## src/rtl/operand_entry_sequencer_if.sv

```systemverilog
// Board-side inputs and ALU-side outputs of the operand entry sequencer.
// The master modport drives the raw pins; the slave modport is the sequencer itself.
interface operand_entry_sequencer_if #(
    parameter int DataLength = 4
);
    logic                  button;
    logic [DataLength-1:0] switchSet;
    logic                  carryInSwitch;
    logic [DataLength-1:0] operandA;
    logic [DataLength-1:0] operandB;
    logic [3:0]            ALUControl;
    logic                  carryIn;
    logic                  operandsValid;
    logic [1:0]            entryState;
    logic                  pressPulse;

    modport master (
        output button, switchSet, carryInSwitch,
        input  operandA, operandB, ALUControl, carryIn, operandsValid, entryState, pressPulse
    );

    modport slave (
        input  button, switchSet, carryInSwitch,
        output operandA, operandB, ALUControl, carryIn, operandsValid, entryState, pressPulse
    );
endinterface

```

## src/rtl/operand_entry_sequencer.sv

```systemverilog
// Synchronises and debounces the entry button, then latches operand A, operand B
// and the ALU select on successive presses before flagging them valid.
module operand_entry_sequencer #(
    parameter int DataLength     = 4,
    parameter int DebounceCycles = 500000
) (
    input  logic                         clk,
    input  logic                         reset_n,
    operand_entry_sequencer_if.slave     bus
);
    localparam int CntW = (DebounceCycles > 2) ? $clog2(DebounceCycles) : 1;

    typedef enum logic [1:0] {
        LOAD_A   = 2'd0,
        LOAD_B   = 2'd1,
        LOAD_SEL = 2'd2,
        DONE     = 2'd3
    } entry_state_e;

    logic                  btn_meta_q, btn_sync_q;
    logic [DataLength-1:0] sw_meta_q, sw_sync_q;
    logic                  cin_meta_q, cin_sync_q, carry_q;
    logic [1:0]            sync_vld_q;
    logic                  armed_q, armed_d;
    logic                  stable_q, stable_d, stable_dly_q;
    logic [CntW-1:0]       cnt_q, cnt_d;
    logic                  fall_s;
    entry_state_e          state_q, state_d;
    logic [DataLength-1:0] opa_q, opa_d, opb_q, opb_d;
    logic [3:0]            sel_q, sel_d;
    logic                  valid_q, valid_d;
    logic                  pulse_q;

    // Two-flop synchronisers for every raw pin, plus the registered carry copy
    always_ff @(posedge clk or negedge reset_n) begin
        if (!reset_n) begin
            btn_meta_q <= 1'b1;
            btn_sync_q <= 1'b1;
            sw_meta_q  <= {DataLength{1'b0}};
            sw_sync_q  <= {DataLength{1'b0}};
            cin_meta_q <= 1'b0;
            cin_sync_q <= 1'b0;
            carry_q    <= 1'b0;
            sync_vld_q <= 2'b00;
        end else begin
            btn_meta_q <= bus.button;
            btn_sync_q <= btn_meta_q;
            sw_meta_q  <= bus.switchSet;
            sw_sync_q  <= sw_meta_q;
            cin_meta_q <= bus.carryInSwitch;
            cin_sync_q <= cin_meta_q;
            carry_q    <= cin_sync_q;
            sync_vld_q <= {sync_vld_q[0], 1'b1};
        end
    end

    // Debounce counter and stable-level update
    always_comb begin
        cnt_d    = cnt_q;
        stable_d = stable_q;
        if (btn_sync_q == stable_q) begin
            cnt_d = {CntW{1'b0}};
        end else if (cnt_q == CntW'(DebounceCycles - 1)) begin
            stable_d = btn_sync_q;
            cnt_d    = {CntW{1'b0}};
        end else begin
            cnt_d = cnt_q + CntW'(1);
        end
    end

    // Presses are only honoured once a genuine released level has been seen
    // after reset, so a button held low across reset cannot fire.
    assign armed_d = armed_q | (sync_vld_q[1] & btn_sync_q & stable_q);
    assign fall_s  = stable_dly_q & ~stable_q & armed_q;

    // Debounce state registers
    always_ff @(posedge clk or negedge reset_n) begin
        if (!reset_n) begin
            cnt_q        <= {CntW{1'b0}};
            stable_q     <= 1'b1;
            stable_dly_q <= 1'b1;
            armed_q      <= 1'b0;
        end else begin
            cnt_q        <= cnt_d;
            stable_q     <= stable_d;
            stable_dly_q <= stable_q;
            armed_q      <= armed_d;
        end
    end

    // Entry FSM next state and capture values
    always_comb begin
        state_d = state_q;
        opa_d   = opa_q;
        opb_d   = opb_q;
        sel_d   = sel_q;
        valid_d = valid_q;
        if (fall_s) begin
            case (state_q)
                LOAD_A: begin
                    opa_d   = sw_sync_q;
                    state_d = LOAD_B;
                end
                LOAD_B: begin
                    opb_d   = sw_sync_q;
                    state_d = LOAD_SEL;
                end
                LOAD_SEL: begin
                    sel_d   = sw_sync_q[3:0];
                    valid_d = 1'b1;
                    state_d = DONE;
                end
                DONE: begin
                    valid_d = 1'b0;
                    state_d = LOAD_A;
                end
                default: begin
                    valid_d = 1'b0;
                    state_d = LOAD_A;
                end
            endcase
        end else begin
            state_d = state_q;
        end
    end

    // Entry FSM state, captured operands and press pulse
    always_ff @(posedge clk or negedge reset_n) begin
        if (!reset_n) begin
            state_q <= LOAD_A;
            opa_q   <= {DataLength{1'b0}};
            opb_q   <= {DataLength{1'b0}};
            sel_q   <= 4'h0;
            valid_q <= 1'b0;
            pulse_q <= 1'b0;
        end else begin
            state_q <= state_d;
            opa_q   <= opa_d;
            opb_q   <= opb_d;
            sel_q   <= sel_d;
            valid_q <= valid_d;
            pulse_q <= fall_s;
        end
    end

    assign bus.operandA      = opa_q;
    assign bus.operandB      = opb_q;
    assign bus.ALUControl    = sel_q;
    assign bus.carryIn       = carry_q;
    assign bus.operandsValid = valid_q;
    assign bus.entryState    = state_q;
    assign bus.pressPulse    = pulse_q;
endmodule

```

## src/flat_wrapper.sv

```systemverilog
// flat-port wrapper written by rule: the top's interface ports become plain ports
module operand_entry_sequencer_flat 
#(
    parameter int DataLength     = 4,
    parameter int DebounceCycles = 500000
)
  (clk, reset_n, bus_button, bus_switchSet, bus_carryInSwitch, bus_operandA, bus_operandB, bus_ALUControl, bus_carryIn, bus_operandsValid, bus_entryState, bus_pressPulse);
  operand_entry_sequencer_if #(.DataLength(DataLength)) bus_i ();
  input  logic clk;
  input  logic reset_n;
  input wire logic [$bits(bus_i.button)-1:0] bus_button;
  input wire logic [$bits(bus_i.switchSet)-1:0] bus_switchSet;
  input wire logic [$bits(bus_i.carryInSwitch)-1:0] bus_carryInSwitch;
  output wire logic [$bits(bus_i.operandA)-1:0] bus_operandA;
  output wire logic [$bits(bus_i.operandB)-1:0] bus_operandB;
  output wire logic [$bits(bus_i.ALUControl)-1:0] bus_ALUControl;
  output wire logic [$bits(bus_i.carryIn)-1:0] bus_carryIn;
  output wire logic [$bits(bus_i.operandsValid)-1:0] bus_operandsValid;
  output wire logic [$bits(bus_i.entryState)-1:0] bus_entryState;
  output wire logic [$bits(bus_i.pressPulse)-1:0] bus_pressPulse;
  assign bus_i.button = bus_button;
  assign bus_i.switchSet = bus_switchSet;
  assign bus_i.carryInSwitch = bus_carryInSwitch;
  assign bus_operandA = bus_i.operandA;
  assign bus_operandB = bus_i.operandB;
  assign bus_ALUControl = bus_i.ALUControl;
  assign bus_carryIn = bus_i.carryIn;
  assign bus_operandsValid = bus_i.operandsValid;
  assign bus_entryState = bus_i.entryState;
  assign bus_pressPulse = bus_i.pressPulse;
  operand_entry_sequencer #(.DataLength(DataLength), .DebounceCycles(DebounceCycles)) u_core (.clk(clk), .reset_n(reset_n), .bus(bus_i));
endmodule
```

## config.mk

```make
export PLATFORM = sky130hd
export DESIGN_NAME = operand_entry_sequencer_flat
export DESIGN_NICKNAME = d
export VERILOG_FILES = /design/src/rtl/operand_entry_sequencer_if.sv /design/src/rtl/operand_entry_sequencer.sv /design/src/flat_wrapper.sv
export SDC_FILE = /design/constraint.sdc
export NUM_CORES = 1
export LEC_CHECK = 0
export CAP_MARGIN = 20
export CORE_ASPECT_RATIO = 0.75
export CORE_MARGIN = 2
export CORE_UTILIZATION = 54
export CTS_CLUSTER_DIAMETER = 80
export DETAILED_ROUTE_END_ITERATION = 10
export GPL_TIMING_DRIVEN = 0
export PLACE_DENSITY = 0.88
export SYNTH_ARGS = -nofsm -noshare
export SYNTH_HDL_FRONTEND = slang
export SYNTH_SLANG_ARGS = --single-unit
```

## constraint.sdc

```tcl
create_clock -name clk -period 2.2 [get_ports clk]
set_input_delay 0.33 -clock clk [delete_from_list [all_inputs] [get_ports clk]]
set_output_delay 0.33 -clock clk [all_outputs]
set_load 0.01 [all_outputs]
```

* After elaboration in Yosys (flattened, before gate mapping) *
Index checks and enable logic that the tools add are counted.

cells by class
  $add $sub $neg = 1
  equal/unequal tests = 5
  reduce and logical (&&, ||, !) cells = 7
  bitwise logic cells = 7
  multiplexer cells = 4

operators by type and width
  cell                   count
  $mux 19                2
  $add 19x1->19 const B  1
  $eq 19x19->1 const B   1
  $reduce_and 2->1       5
  $pmux 2 s4             1
  $and 1x1->1            4
  $eq 2x2->1 const B     2
  $eq 2x1->1 const B     1
  $logic_not 2->1        1
  $not 1->1              2
  $pmux 1 s2             1
  $reduce_bool 2->1      1
  $eq 1x1->1             1
  $or 1x1->1             1

word-level totals
  output and inout port bits = 17
  word-level logic and storage cells = 42
  bits in registers = 53

* Depth between registers and ports, before layout *
Gate-level depths: netlist of the first run.

  word-level depth = 4
  mapped depth = 5
  gate-level depth less buffers = 5

* Least setup slack after synthesis of the first run *
Ideal clock, no wire load.

  kind = flip-flop to flip-flop
  start point = register u_core.cnt_q[11]
  end point = register u_core.cnt_q[10]
  clock period less this slack = 1681 ps
  buffers on the path = 1
  setup time = 119 ps
  cell stages (with the launch flop) = 6
  arrival = 1563 ps
  slack = 519 ps
  data required time = 2081 ps
  cell sequence = dfrtp_1 > nor4_1 > nand2_1 > o41ai_4 > buf_6 > nor2_1

on the way
  word-level cells in the longest chain between the ends = 3

ends and longest elaborated chain
  element                     RTL line                       source
  start: declaration          operand_entry_sequencer.sv:26  logic [CntW-1:0] cnt_q, cnt_d;
  start signal: assignment    operand_entry_sequencer.sv:79  cnt_q <= {CntW{1'b0}};
  start signal: assignment    operand_entry_sequencer.sv:84  cnt_q <= cnt_d;
  $eq 19x19->1                operand_entry_sequencer.sv:63  end else if (cnt_q == CntW'(DebounceCycles - 1)) begin
  $mux 19                     operand_entry_sequencer.sv:63
  $mux 19                     operand_entry_sequencer.sv:61  if (btn_sync_q == stable_q) begin
  named net u_core.cnt_d[10]  operand_entry_sequencer.sv:26

The timed path passes the listed nets, and every way through them passes these cells.
A chain may end at the register's enable or synchronous reset.

* Worst setup path after layout of the first run *
  start point = register u_core.cnt_q[0]
  end point = register u_core.cnt_q[12]

on the way
  word-level cells in the longest chain between the ends = 3
  elaborated cells on any way between the ends = 4

ends and longest elaborated chain
  element                                        RTL line
  $add 19x1->19 or $eq 19x19->1 (tied branches)  operand_entry_sequencer.sv:67, operand_entry_sequencer.sv:63
  $mux 19 *                                      operand_entry_sequencer.sv:63
  $mux 19 *                                      operand_entry_sequencer.sv:61
  named net u_core.cnt_d[12]                     operand_entry_sequencer.sv:26

Mark *: on every way through the listed nets, which the timed path passes. The rest lies on a longest branch.

==> results of run 1 <==
routing by layer:
metal | track usage (%) | up-vias | part of all wire (%)
met3 | 5.67 | 6 | 3.3
met4 | 10.1 | 0 | 2.0
li1 | - | 639 | -
met2 | 35.9 | 29 | 51
met5 | 0 | - | 0
met1 | 25.1 | 701 | 44
synth_stat cells:
library cell / instances
and4_1: 2
a21oi_1: 5
nand4_1: 6
xor2_1: 7
nand4b_1: 1
or4b_1: 1
nor2_1: 18
nor4_1: 4
ha_1: 6
inv_1: 3
or2_2: 1
clkbuf_2: 1
nor3_1: 2
o21ai_0: 4
and3_2: 1
nand3_2: 1
conb_1: 1
o41ai_4: 1
or3_1: 1
nor4b_2: 1
o41ai_1: 1
xnor2_1: 8
dfstp_2: 4
dfrtp_1: 49
nand3b_1: 1
or4_1: 1
and2_1: 1
a31o_2: 1
mux2_2: 13
clkbuf_1: 1
nand2_1: 12
buf_6: 1
nand3_1: 5
o31ai_1: 1
layout make-up:
cell class | count | area [µm²] | share of cell area [%]
Inverter | 3 | 11.3 | 0.441
Sequential cell | 53 | 1330 | 52.1
Buffer | 3 | 20.0 | 0.783
Timing Repair Buffer | 26 | 265 | 10.4
Multi-Input combinational cell | 107 | 767 | 30.0
Tap cell | 52 | 65.1 | 2.55
Clock inverter | 2 | 13.8 | 0.538
Clock buffer | 6 | 82.6 | 3.23
worst reg2reg max path, cell delays in order, from the launching register on:
cell and delay [ns]:
dfrtp_1 0.40, ha_1 0.25, nand3_2 0.25, o41ai_4 0.68, buf_6 0.22, nor2_1 0.06
through the flow:
| step | cells | instance area (µm²) | setup WS (ns) |
|---|---|---|---|
| final | 252 | 2560 | 0.226 |
| after global routing | 252 | 2560 | 0.0786 |
| after CTS | 252 | 2560 | 0.233 |
| after detailed placement | 243 | 2450 | 0.252 |
| after global placement | 242 | 2430 | -0.558 |
| after floorplan | 166 | 2130 | 0.519 |
worst paths after layout:
| kind | startpoint | end | slack [ns] | depth (start not counted) |
|---|---|---|---|---|
| max | u_core.cnt_q[0] | u_core.cnt_q[12] | 0.23 | 5 |
| min | u_core.sync_vld_q[0] | u_core.sync_vld_q[1] | 0.36 | 0 |
| max reg2reg | u_core.cnt_q[0] | u_core.cnt_q[12] | 0.23 | 5 |
| min reg2reg | u_core.sync_vld_q[0] | u_core.sync_vld_q[1] | 0.36 | 0 |
| max in group asynchronous | reset_n | u_core.stable_q | 1.10 | 3 |
| min in group asynchronous | reset_n | u_core.sw_meta_q[0] | 0.50 | 2 |
kinds of logic (layout without fill, tap and decap cells):
family,count (synthesis),after routing,share of synthesized area (%)
xor gates and xnor gates,15,15,6.17
DFF,53,53,62.5
and+or+nand+nor,59,59,14.7
adders and majority gates,6,6,3.53
muxes,13,13,6.87
buffers and inverters,6,40,1.47
other,1,1,0.176
AOI/OAI and AO/OA,13,13,4.58
where the power goes:
group	switching (W)	internal, W	total, W
clock	0.000305	0.000255	0.000560
combinational	0.0000321	0.0000245	0.0000566
sequential	0.0000106	0.000993	0.00100
flip-flops by register name, indices dropped and copies added, names as in the netlist, 2 cells and up:
signal	count
u_core.cnt_q	19
u_core.bus.entryState	2
u_core.sw_meta_q	4
u_core.bus.operandA	4
u_core.sync_vld_q	2
u_core.bus.ALUControl	4
u_core.bus.operandB	4
u_core.sw_sync_q	4
repair_timing:
| item | in CTS | in global routing |
|---|---|---|
| hold endpoints to repair | 19 | 0 |
| setup buffers | 0 | 0 |
| resized for setup | 0 | 0 |
| hold buffers | 1 | 0 |
==> results.py, run 1 <==
metrics = {
    "cts": {
        "cts_tree": "yes",
        "clock_path_buffers": 2,
        "cts_max_level": 2,
        "cts_sinks": 53,
        "clk_pin_slew_ns": 0.09,
        "worstSkewPairLatency_ns": 0.31,
        "cts_buffers": 5,
        "cts-root-buf": "clkbuf_8",
    },
    "floorplanning": {
        "io_pins": 25,
        "core-area_um2": 3710,
        "initial_core_util_pct": 57.4,
        "die_w_um": 76.5,
        "num_rows": 19,
        "die_y_um": 58.4,
        "dieArea_um2": 4470,
    },
    "route": {
        "wl_um": 4040,
        "wl_per_cell_um": 16.0,
        "drtPass1Iterations": 4,
        "vias": 1375,
        "ant_nets": 0,
        "drt_iter0_markers": 73,
        "drc_errors": 0,
        "via_per_inst": 5.46,
    },
    "setup_path": {
        "cp_max_fo": 10,
        "cp_slowest_cell": "o41ai_4",
        "max_stage_delay_ns": 0.68,
        "path_buf_inv": 1,
        "worstSetupPathType": "reg -> reg",
        "cp.required_ns": 2.40,
        "path_cells": "ha_1, nand3_2, o41ai_4, buf_6, nor2_1",
        "cp.arrival_ns": 2.18,
        "cp-end-kind": "flop",
        "start_kind": "flop",
        "critPathTopFamily": "compound AO/OA/AOI/OAI gates",
    },
    "min_path": {
        "hold_class": "reg -> reg",
    },
    "global_routing": {
        "grt_pass1_wl_um": 6890,
        "grt_pass1_vias": 1442,
        "grt_usage_pct": 20.9,
        "antenna_found_initial": 0,
        "grt_overflow": 0,
        "grt_max_degree": 34,
    },
    "yosys": {
        "ys_seq_area_share_pct": 62.5,
        "synth_cell_types": 34,
        "synth_area_leaders": "dfrtp_1 58%, mux2_2 6.9%, dfstp_2 4.9%",
        "yosysTopAreaCellShare_pct": 57.6,
        "syn-instance-count": 166,
        "avgSynthCellArea_um2": 12.8,
        "yosysTopAreaCell": "dfrtp_1",
        "syn_area_um2": 2130,
        "syn_nets": 180,
        "synth_seq_cells": 53,
        "yosysWarnings": 0,
    },
    "cells_and_area": {
        "final_nets": 213,
        "area_growth_pct": 20.0,
        "final_core_util_pct": 68.9,
        "fillers": 274,
        "final_common_cell": "dfrtp_1",
        "insertedDiodeCount": 0,
        "layout_common_cells": "49 x dfrtp_1, 23 x clkdlybuf4s50_1, 18 x nor2_1, 13 x mux2_2, 12 x nand2_1",
        "drive_gt1_share_pct": 17.5,
    },
    "sta": {
        "rsz0062_at_grt": "false",
        "fin_crit_sh_pct": 89.7,
        "fmax_mhz": 507,
        "min_period_ns": 1.97,
        "setup_tns_ns": 0,
        "setup_viol": 0,
        "holdWs_ns": 0.357,
        "hold_violations": 0,
        "worst_pin_slew_ns": 0.638,
        "timing.slew.headroom_pct": 57.3,
        "drv_slew": 0,
        "finalClockSkew_ns": 0.00605,
    },
    "placed_design": {
        "dpl.hpwl_um": 2900,
        "io_buffers": 24,
        "gp_congestion": 0.849,
    },
    "pwr": {
        "p_leak_nw": 1.12,
        "power_w": 0.00162,
        "ir_drop_uv": 547,
        "cellPowerDensity_nw_per_um2": 634,
    },
    "flow_run": {
        "drv_cap": 0,
    },
    "status": {
        "status": "complete, no violations",
    },
}
(Power assumes the default switching activity.)
==> run 2, diff against run 1 <==
Settings changed: CAP_MARGIN 20 to 10.
==> results of run 2 <==
Same layout as run 1: the final DEF is identical, and so are final timing and power.
